==> config.mk <==
export PLATFORM = sky130hd
export DESIGN_NAME = hazard_scoreboard
export DESIGN_NICKNAME = d
export VERILOG_FILES = /design/src/rtl/hazard_pkg.sv /design/src/rtl/hazard_sb_match.sv /design/src/rtl/hazard_scoreboard.sv
export SDC_FILE = /design/constraint.sdc
export NUM_CORES = 1
export LEC_CHECK = 0
export CORE_MARGIN = 2
export CORE_UTILIZATION = 35
export DETAILED_ROUTE_END_ITERATION = 8
export DONT_BUFFER_PORTS = 1
export HOLD_SLACK_MARGIN = 0.06
export SLEW_MARGIN = 20
export SYNTH_ARGS = -nofsm -noshare
export SYNTH_HDL_FRONTEND = slang
export SYNTH_SLANG_ARGS = --single-unit
export TNS_END_PERCENT = 50
==> constraint.sdc <==
create_clock -name clk -period 2.9 [get_ports clk]
set_clock_uncertainty 0.15 [all_clocks]
set_input_delay 0.58 -clock clk [delete_from_list [all_inputs] [get_ports clk]]
set_output_delay 0.58 -clock clk [all_outputs]
set_load 0.02 [all_outputs]
==> src/rtl/hazard_pkg.sv <==
// hazard_pkg: shared scoreboard entry type, forwarding-select encoding and sizing helper
// for hazard_scoreboard and its per-source matcher.
package hazard_pkg;

   // Entry dst field is sized for the widest supported register file; REG_AW must not exceed it.
   localparam int SB_MAX_AW   = 8;
   localparam int FWD_REGFILE = 0;

   typedef struct packed {
      logic                 valid;
      logic [SB_MAX_AW-1:0] dst;
      logic                 regwrite;
      logic                 is_load;
   } sb_entry_t;

   function automatic int fwd_w(input int depth);
      return (depth < 1) ? 1 : $clog2(depth + 1);
   endfunction

endpackage

==> src/rtl/hazard_sb_match.sv <==
// hazard_sb_match: priority match of one source register against the scoreboard;
// reports whether a writer is in flight, which entry (youngest wins) and whether it is a load.
module hazard_sb_match
   import hazard_pkg::*;
#(
   parameter int DEPTH  = 2,
   parameter int REG_AW = 5
) (
   input  sb_entry_t [DEPTH-1:0]         entries_i,
   input  logic [REG_AW-1:0]             src_i,
   input  logic                          use_i,
   output logic                          hit_o,
   output logic [fwd_w(DEPTH)-1:0]       idx_o,
   output logic                          is_load_o
);
   localparam int IW = fwd_w(DEPTH);

   logic [SB_MAX_AW-1:0] src_ext;

   assign src_ext = SB_MAX_AW'(src_i);

   // Scan oldest to youngest so a younger matching writer overrides an older one; $0 never matches.
   always_comb begin
      hit_o     = 1'b0;
      idx_o     = '0;
      is_load_o = 1'b0;
      if (use_i && (src_i != '0)) begin
         for (int i = DEPTH - 1; i >= 0; i--) begin
            if (entries_i[i].valid && entries_i[i].regwrite && (entries_i[i].dst == src_ext)) begin
               hit_o     = 1'b1;
               idx_o     = IW'(i);
               is_load_o = entries_i[i].is_load;
            end else begin
               hit_o     = hit_o;
            end
         end
      end else begin
         hit_o = 1'b0;
      end
   end

endmodule

==> src/rtl/hazard_scoreboard.sv <==
// hazard_scoreboard: shift-register scoreboard of post-ID writers driving load-use stall and
// registered forwarding selects. Define HAZARD_SB_PERF_EN to add saturating stall/flush counters.
module hazard_scoreboard
   import hazard_pkg::*;
#(
   parameter int REG_AW   = 5,
   parameter int DEPTH    = 2,
   parameter int LOAD_LAT = 1
) (
   input  logic                    clk,
   input  logic                    reset,
   input  logic                    id_valid,
   input  logic [REG_AW-1:0]       id_rs,
   input  logic [REG_AW-1:0]       id_rt,
   input  logic                    id_use_rs,
   input  logic                    id_use_rt,
   input  logic [REG_AW-1:0]       id_dst,
   input  logic                    id_regwrite,
   input  logic                    id_memread,
   input  logic                    flush,
   output logic                    stall,
   output logic [fwd_w(DEPTH)-1:0] fwd_sel_rs,
   output logic [fwd_w(DEPTH)-1:0] fwd_sel_rt
`ifdef HAZARD_SB_PERF_EN
   ,
   output logic [15:0]             perf_stall_cnt,
   output logic [15:0]             perf_flush_cnt
`endif
);
   localparam int            SW     = fwd_w(DEPTH);
   localparam logic [SW-1:0] LAT_V  = SW'(LOAD_LAT);
   localparam logic [SW-1:0] SEL_RF = SW'(FWD_REGFILE);

   sb_entry_t [DEPTH-1:0] sb_q, sb_d;
   logic [SW-1:0]         fwd_rs_q, fwd_rs_d, fwd_rt_q, fwd_rt_d;
   logic [SW-1:0]         idx_rs, idx_rt;
   logic                  hit_rs, hit_rt, load_rs, load_rt;
   logic                  haz_rs, haz_rt, issue;

   hazard_sb_match #(.DEPTH(DEPTH), .REG_AW(REG_AW)) u_match_rs (
      .entries_i (sb_q),
      .src_i     (id_rs),
      .use_i     (id_use_rs),
      .hit_o     (hit_rs),
      .idx_o     (idx_rs),
      .is_load_o (load_rs)
   );

   hazard_sb_match #(.DEPTH(DEPTH), .REG_AW(REG_AW)) u_match_rt (
      .entries_i (sb_q),
      .src_i     (id_rt),
      .use_i     (id_use_rt),
      .hit_o     (hit_rt),
      .idx_o     (idx_rt),
      .is_load_o (load_rt)
   );

   // A load closer than LOAD_LAT entries has no data yet, so the consumer must wait in ID.
   assign haz_rs = hit_rs & load_rs & (idx_rs < LAT_V);
   assign haz_rt = hit_rt & load_rt & (idx_rt < LAT_V);
   assign stall  = id_valid & ~flush & (haz_rs | haz_rt);
   assign issue  = id_valid & ~flush & ~stall;

   // Age every entry by one stage; entry0 takes the issuing instruction or a bubble.
   always_comb begin
      sb_d = '0;
      for (int i = DEPTH - 1; i > 0; i--) begin
         sb_d[i] = sb_q[i-1];
      end
      if (issue) begin
         sb_d[0].valid    = 1'b1;
         sb_d[0].dst      = SB_MAX_AW'(id_dst);
         sb_d[0].regwrite = id_regwrite;
         sb_d[0].is_load  = id_memread;
      end else begin
         sb_d[0].valid    = 1'b0;
      end
   end

   // Select k means entry k-1 now, which is one stage further along when the consumer reaches EX.
   always_comb begin
      fwd_rs_d = SEL_RF;
      fwd_rt_d = SEL_RF;
      if (issue) begin
         fwd_rs_d = hit_rs ? (idx_rs + SW'(1)) : SEL_RF;
         fwd_rt_d = hit_rt ? (idx_rt + SW'(1)) : SEL_RF;
      end else begin
         fwd_rs_d = SEL_RF;
         fwd_rt_d = SEL_RF;
      end
   end

   // Scoreboard and forwarding-select state.
   always_ff @(posedge clk) begin
      if (reset) begin
         sb_q     <= '0;
         fwd_rs_q <= SEL_RF;
         fwd_rt_q <= SEL_RF;
      end else begin
         sb_q     <= sb_d;
         fwd_rs_q <= fwd_rs_d;
         fwd_rt_q <= fwd_rt_d;
      end
   end

   assign fwd_sel_rs = fwd_rs_q;
   assign fwd_sel_rt = fwd_rt_q;

`ifdef HAZARD_SB_PERF_EN
   logic [15:0] perf_stall_q, perf_flush_q;

   // Saturating event counters for stall and flush cycles.
   always_ff @(posedge clk) begin
      if (reset) begin
         perf_stall_q <= 16'h0000;
         perf_flush_q <= 16'h0000;
      end else begin
         if (stall && (perf_stall_q != 16'hFFFF)) begin
            perf_stall_q <= perf_stall_q + 16'd1;
         end
         if (flush && (perf_flush_q != 16'hFFFF)) begin
            perf_flush_q <= perf_flush_q + 16'd1;
         end
      end
   end

   assign perf_stall_cnt = perf_stall_q;
   assign perf_flush_cnt = perf_flush_q;
`endif

endmodule

* Word level (Yosys, flattened, before mapping) *
Cells that the tools add are included.

storage, ports and cells
  output and inout bits = 5
  word-level logic and storage cells = 64
  bits in registers = 26
  bits of input ports = 23

operators by class
  add/sub/neg operators = 2
  reductions and logical operators = 13
  bitwise operators = 13
  magnitude comparators = 2
  equality and inequality tests = 4
  mux-type cells = 19

operators with widths
  operator                                                    number
  == test 8 x 5 -> 1 bit                                      4
  2-to-1 mux 1 bit                                            17
  nonzero test 5 bit                                          2
  logical AND 1 bit                                           8
  AND 1 bit                                                   7
  OR reduction 3 bit                                          2
  inverter 1 bit                                              5
  adder 2 x 1 -> 2 bit, second input constant                 2
  less-than comparator 2 x 1 -> 1 bit, second input constant  2
  2-to-1 mux 2 bit                                            2
  OR reduction 2 bit                                          1
  OR 1 bit                                                    1

* Depth between registers and ports, before layout *
  depth after elaboration = 13
  depth in mapped cells = 5
  gate-level depth less buffers = 5

* Modules after synthesis *
From an unflattened synthesis, not the netlist that was laid out.

second synthesis, totals
  cells, all modules = 120
  area, all modules = 1203.7 µm²

by module, submodules not included
  module             cells each  sequential area each (µm²)  instances  area each (µm²)
  hazard_scoreboard  64          400.4                       1          783.3
  hazard_sb_match    28          0.0                         2          210.2

* Worst setup path before layout *
Ideal clock, no wire load.

  path kind = input port to output port
  from = in id_rs[1]
  to = out stall
  stages = 5
  arrival = 1835 ps
  required time = 2170 ps
  buffers on the path = 0
  setup slack = 335 ps
  cells stage by stage = or4_1 > o21ai_2 > nor4_2 > o21a_4 > and3b_1

on the way
  cells in the longest elaborated chain, start to end = 9
  elaborated cells between the ends (all ways) = 20
  classes of those cells = order compare: 1; eq/ne: 2; mux: 9; bitwise: 4; reduce/logical: 4

RTL lines
  element                                                           RTL line                 source
  from (decl)                                                       hazard_scoreboard.sv:13  input logic [REG_AW-1:0] id_rs,
  == test 8 x 5 -> 1 bit                                            hazard_sb_match.sv:29    if (entries_i[i].valid && entries_i[i].regwrite && (entries_i[i].dst == src_ext)) begin
  logical AND 1 bit                                                 hazard_sb_match.sv:29
  2-to-1 mux 1 bit (2 in series)                                    hazard_sb_match.sv:29
  2-to-1 mux 2 bit or 2-to-1 mux 1 bit (tied branches)              hazard_sb_match.sv:27    if (use_i && (src_i != '0)) begin
  less-than comparator 2 x 1 -> 1 bit or AND 1 bit (tied branches)  hazard_scoreboard.sv:59  assign haz_rs = hit_rs & load_rs & (idx_rs < LAT_V);
  AND 1 bit *                                                       hazard_scoreboard.sv:59
  OR 1 bit *                                                        hazard_scoreboard.sv:61  assign stall = id_valid & ~flush & (haz_rs | haz_rt);
  AND 1 bit *                                                       hazard_scoreboard.sv:61
  to (decl)                                                         hazard_scoreboard.sv:21  output logic stall,

Mark *: on every way between the ends. The rest lies on a longest branch, timed or not.

* Final worst setup path *
  from = reg sb_q (netlist bit sb_d[16])
  to = out stall

on the way
  cells in the longest elaborated chain, start to end = 8
  elaborated cells between the ends (all ways) = 24
  classes of those cells = order compare: 2; eq/ne: 2; mux: 12; bitwise: 6; reduce/logical: 2

RTL lines
  element                                                      RTL line                                          source
  from (decl)                                                  hazard_scoreboard.sv:34                           sb_entry_t [DEPTH-1:0] sb_q, sb_d;
  from (signal assigned)                                       hazard_scoreboard.sv:96                           sb_q <= '0;
  from (signal assigned)                                       hazard_scoreboard.sv:100                          sb_q <= sb_d;
  == test 8 x 5 -> 1 bit                                       hazard_sb_match.sv:29
  logical AND 1 bit                                            hazard_sb_match.sv:29
  2-to-1 mux 1 bit                                             hazard_sb_match.sv:29
  2-to-1 mux 2 bit or 2-to-1 mux 1 bit (tied branches)         hazard_sb_match.sv:27
  less-than comparator 2 x 1 -> 1 bit (tied with other cells)  hazard_scoreboard.sv:59
  AND 1 bit, on equally long branches                          hazard_scoreboard.sv:59, hazard_scoreboard.sv:60
  OR 1 bit *                                                   hazard_scoreboard.sv:61
  AND 1 bit *                                                  hazard_scoreboard.sv:61

Marks and branches as above.

==> results.json <==
{
  "status": "complete, no violations",
  "cp_max_fo": 9,
  "netlist_area_um2": 861,
  "cap_violations": 0,
  "setup_viol": 0,
  "hold_end": "sb_q[16]",
  "cts_setup_buffers": 0,
  "initial_core_util_pct": 37.8,
  "grt_pass1_wl_mm": 2.76,
  "crit_required_ps": 2170,
  "period_needed_ps": 2660,
  "ant_nets": 0,
  "cts_tree": "done",
  "seq_area_frac_synth_pct": 44.2,
  "critPathLaunchType": "register",
  "reg2reg_from": "sb_d[16]",
  "die_y_um": 53.6,
  "path_clk_slew_ps": 110,
  "r2r_cells": 5,
  "reg2reg_to": "sb_d[15]",
  "grt_util_all_layers_pct": 14.7,
  "max_freq_mhz": 376,
  "total_power_mw": 0.433,
  "nets": 115,
  "io_buffer_count": 0,
  "final_layout_size_suffix_gt1_share_pct": 14.3,
  "overflow": 0,
  "core_area_um2": 2280,
  "antenna_found_initial": 0,
  "ctsHoldBuffers": 0,
  "numCtsBuffers": 3,
  "max-vdd-ir-drop_mv": 0.302,
  "avgSynthCellArea_um2": 9.89,
  "row_count": 17,
  "drtIter0Drc": 5,
  "crit_type": "reg -> out",
  "setup_tns_ps": 0,
  "cts_buffer_depth": 2,
  "holdCritStartpoint": "reset",
  "via_count": 596,
  "vias_per_cell": 5.01,
  "drc": 0,
  "finalHoldViolCount": 0,
  "rsz0062_at_grt": "false",
  "ys_warn_count": 0,
  "clk_latency_ps": 300,
  "clock-sinks": 19,
  "ios": 28,
  "synthCells": 87,
  "dr.pass1.iters": 3,
  "pwr_density_cell_nw_per_um2": 467,
  "antenna-diode-count": 0,
  "routedWlPerCell_um": 14.6,
  "crit_arrival_ps": 1930,
  "relSlewSlack_pct": 72.1,
  "ys_types": 19,
  "grt_pass1_vias": 588,
  "synth_seq_cells": 19,
  "synthesis.nets": 110,
  "root_buffer": "clkbuf_4",
  "grt_max_degree": 12,
  "die_x_um": 53.6,
  "slew_viol_final": 0,
  "h-tree-depth": 1,
  "post_cts_resized": 0,
  "hold_class": "in -> reg",
  "gp_congestion": 0.829,
  "synthToLayoutAreaGrowth_pct": 7.70,
  "drt-total-wl_mm": 1.74,
  "p_leak_nw": 0.337,
  "worst_slew_pin_slew_ps": 415,
  "regToRegSetupSlack_ps": 1260,
  "fin_crit_sh_pct": 91.6,
  "holdPathStages": 1,
  "worstSetupEndpointType": "primary output",
  "die_area_um2": 2870
}
logic make-up (layout without fill, tap and decap cells):
group,Yosys count,after routing,share of synthesized area (%)
xor gates and xnor gates,20,20,20.3
AOI/OAI and AO/OA,5,5,7.27
and+or+nand+nor,42,42,27.8
buffers and inverters,1,5,0.436
DFF,19,19,44.2
registers in the layout, summed over array words and instances, names as in the netlist:
name        flops
sb_q            7
sb_d            8
fwd_sel_rt      2
fwd_sel_rs      2
area by class of cell:
type / count / area [um2]
Timing Repair Buffer: 1 / 7.51
Clock inverter: 1 / 5.00
Clock buffer: 3 / 22.5
Multi-Input combinational cell: 67 / 477
Tap cell: 28 / 35.0
Fill cell: 233 / 1350
Sequential cell: 19 / 380
cell usage after synthesis:
library cell | n | area share [%]
and3b_2 | 1 | 1.2
xor2_1 | 7 | 7.1
nor2_1 | 7 | 3.1
a2111oi_2 | 2 | 3.5
nand2_1 | 10 | 4.4
dfxtp_1 | 19 | 44
or4_1 | 2 | 1.7
nor3b_1 | 1 | 0.87
nor3_1 | 4 | 2.3
and3b_1 | 2 | 2.0
xnor2_1 | 13 | 13
o21a_4 | 1 | 1.7
clkbuf_1 | 1 | 0.44
o21ai_2 | 2 | 2.0
nor4_2 | 2 | 2.9
and3_1 | 1 | 0.73
nand4_1 | 3 | 2.2
nand3_1 | 1 | 0.58
nor2b_1 | 8 | 5.8
stage by stage:
stage / cells / util (%) / instance area, um2 / setup slack [ps] / hold WS (ps)
after global routing: 119 / 40.7 / 927 / 67.2 / 158
after detailed placement: 115 / 39.5 / 900 / 253 / 315
final: 119 / 40.7 / 927 / 243 / 185
after global placement: 115 / 39.5 / 900 / 283 / 317
after CTS: 119 / 40.7 / 927 / 227 / 176
after floorplan: 87 / - / 861 / 335 / 307
cell usage in the layout, fill, tap and decap left out, drive strengths merged, types with 2 or more instances in the layout:
master	instances
nor4	2
xor2	7
a2111oi	2
dfxtp	19
nor3	4
or4	2
and3b	3
nor2b	8
nor2	7
nand4	3
xnor2	13
o21ai	2
clkbuf	3
nand2	10
power breakdown:
group	total [mW]	internal, mW	switching (mW)
Combinational	0.0309	0.0177	0.0132
Clock	0.132	0.0514	0.0801
Sequential	0.270	0.266	0.00468
Total	0.433	0.335	0.0980
worst max-delay path, cell delays in order, from the launching register on:
cell     delay, ps
dfxtp_1        420
xnor2_1        140
nand2_1         90
nor4_2         420
o21a_4         260
and3b_1        300
how the worst max path moves through the flow:
stage / startpoint / to / depth (start not counted)
6_report: sb_d[16] / stall / 5
5_1_grt: sb_d[14] / stall / 5
4_1_cts: sb_d[17] / stall / 5
3_5_place_dp: id_rt[4] / stall / 5
3_3_place_gp: id_rs[1] / stall / 5
2_1_floorplan: id_rs[1] / stall / 5
metal layers:
layer,wire [um],GRT usage [%]
met3,105,6.67
met5,0,0
met4,25,6.41
met2,924,25.3
met1,688,15.3
(Power assumes the default switching activity.)
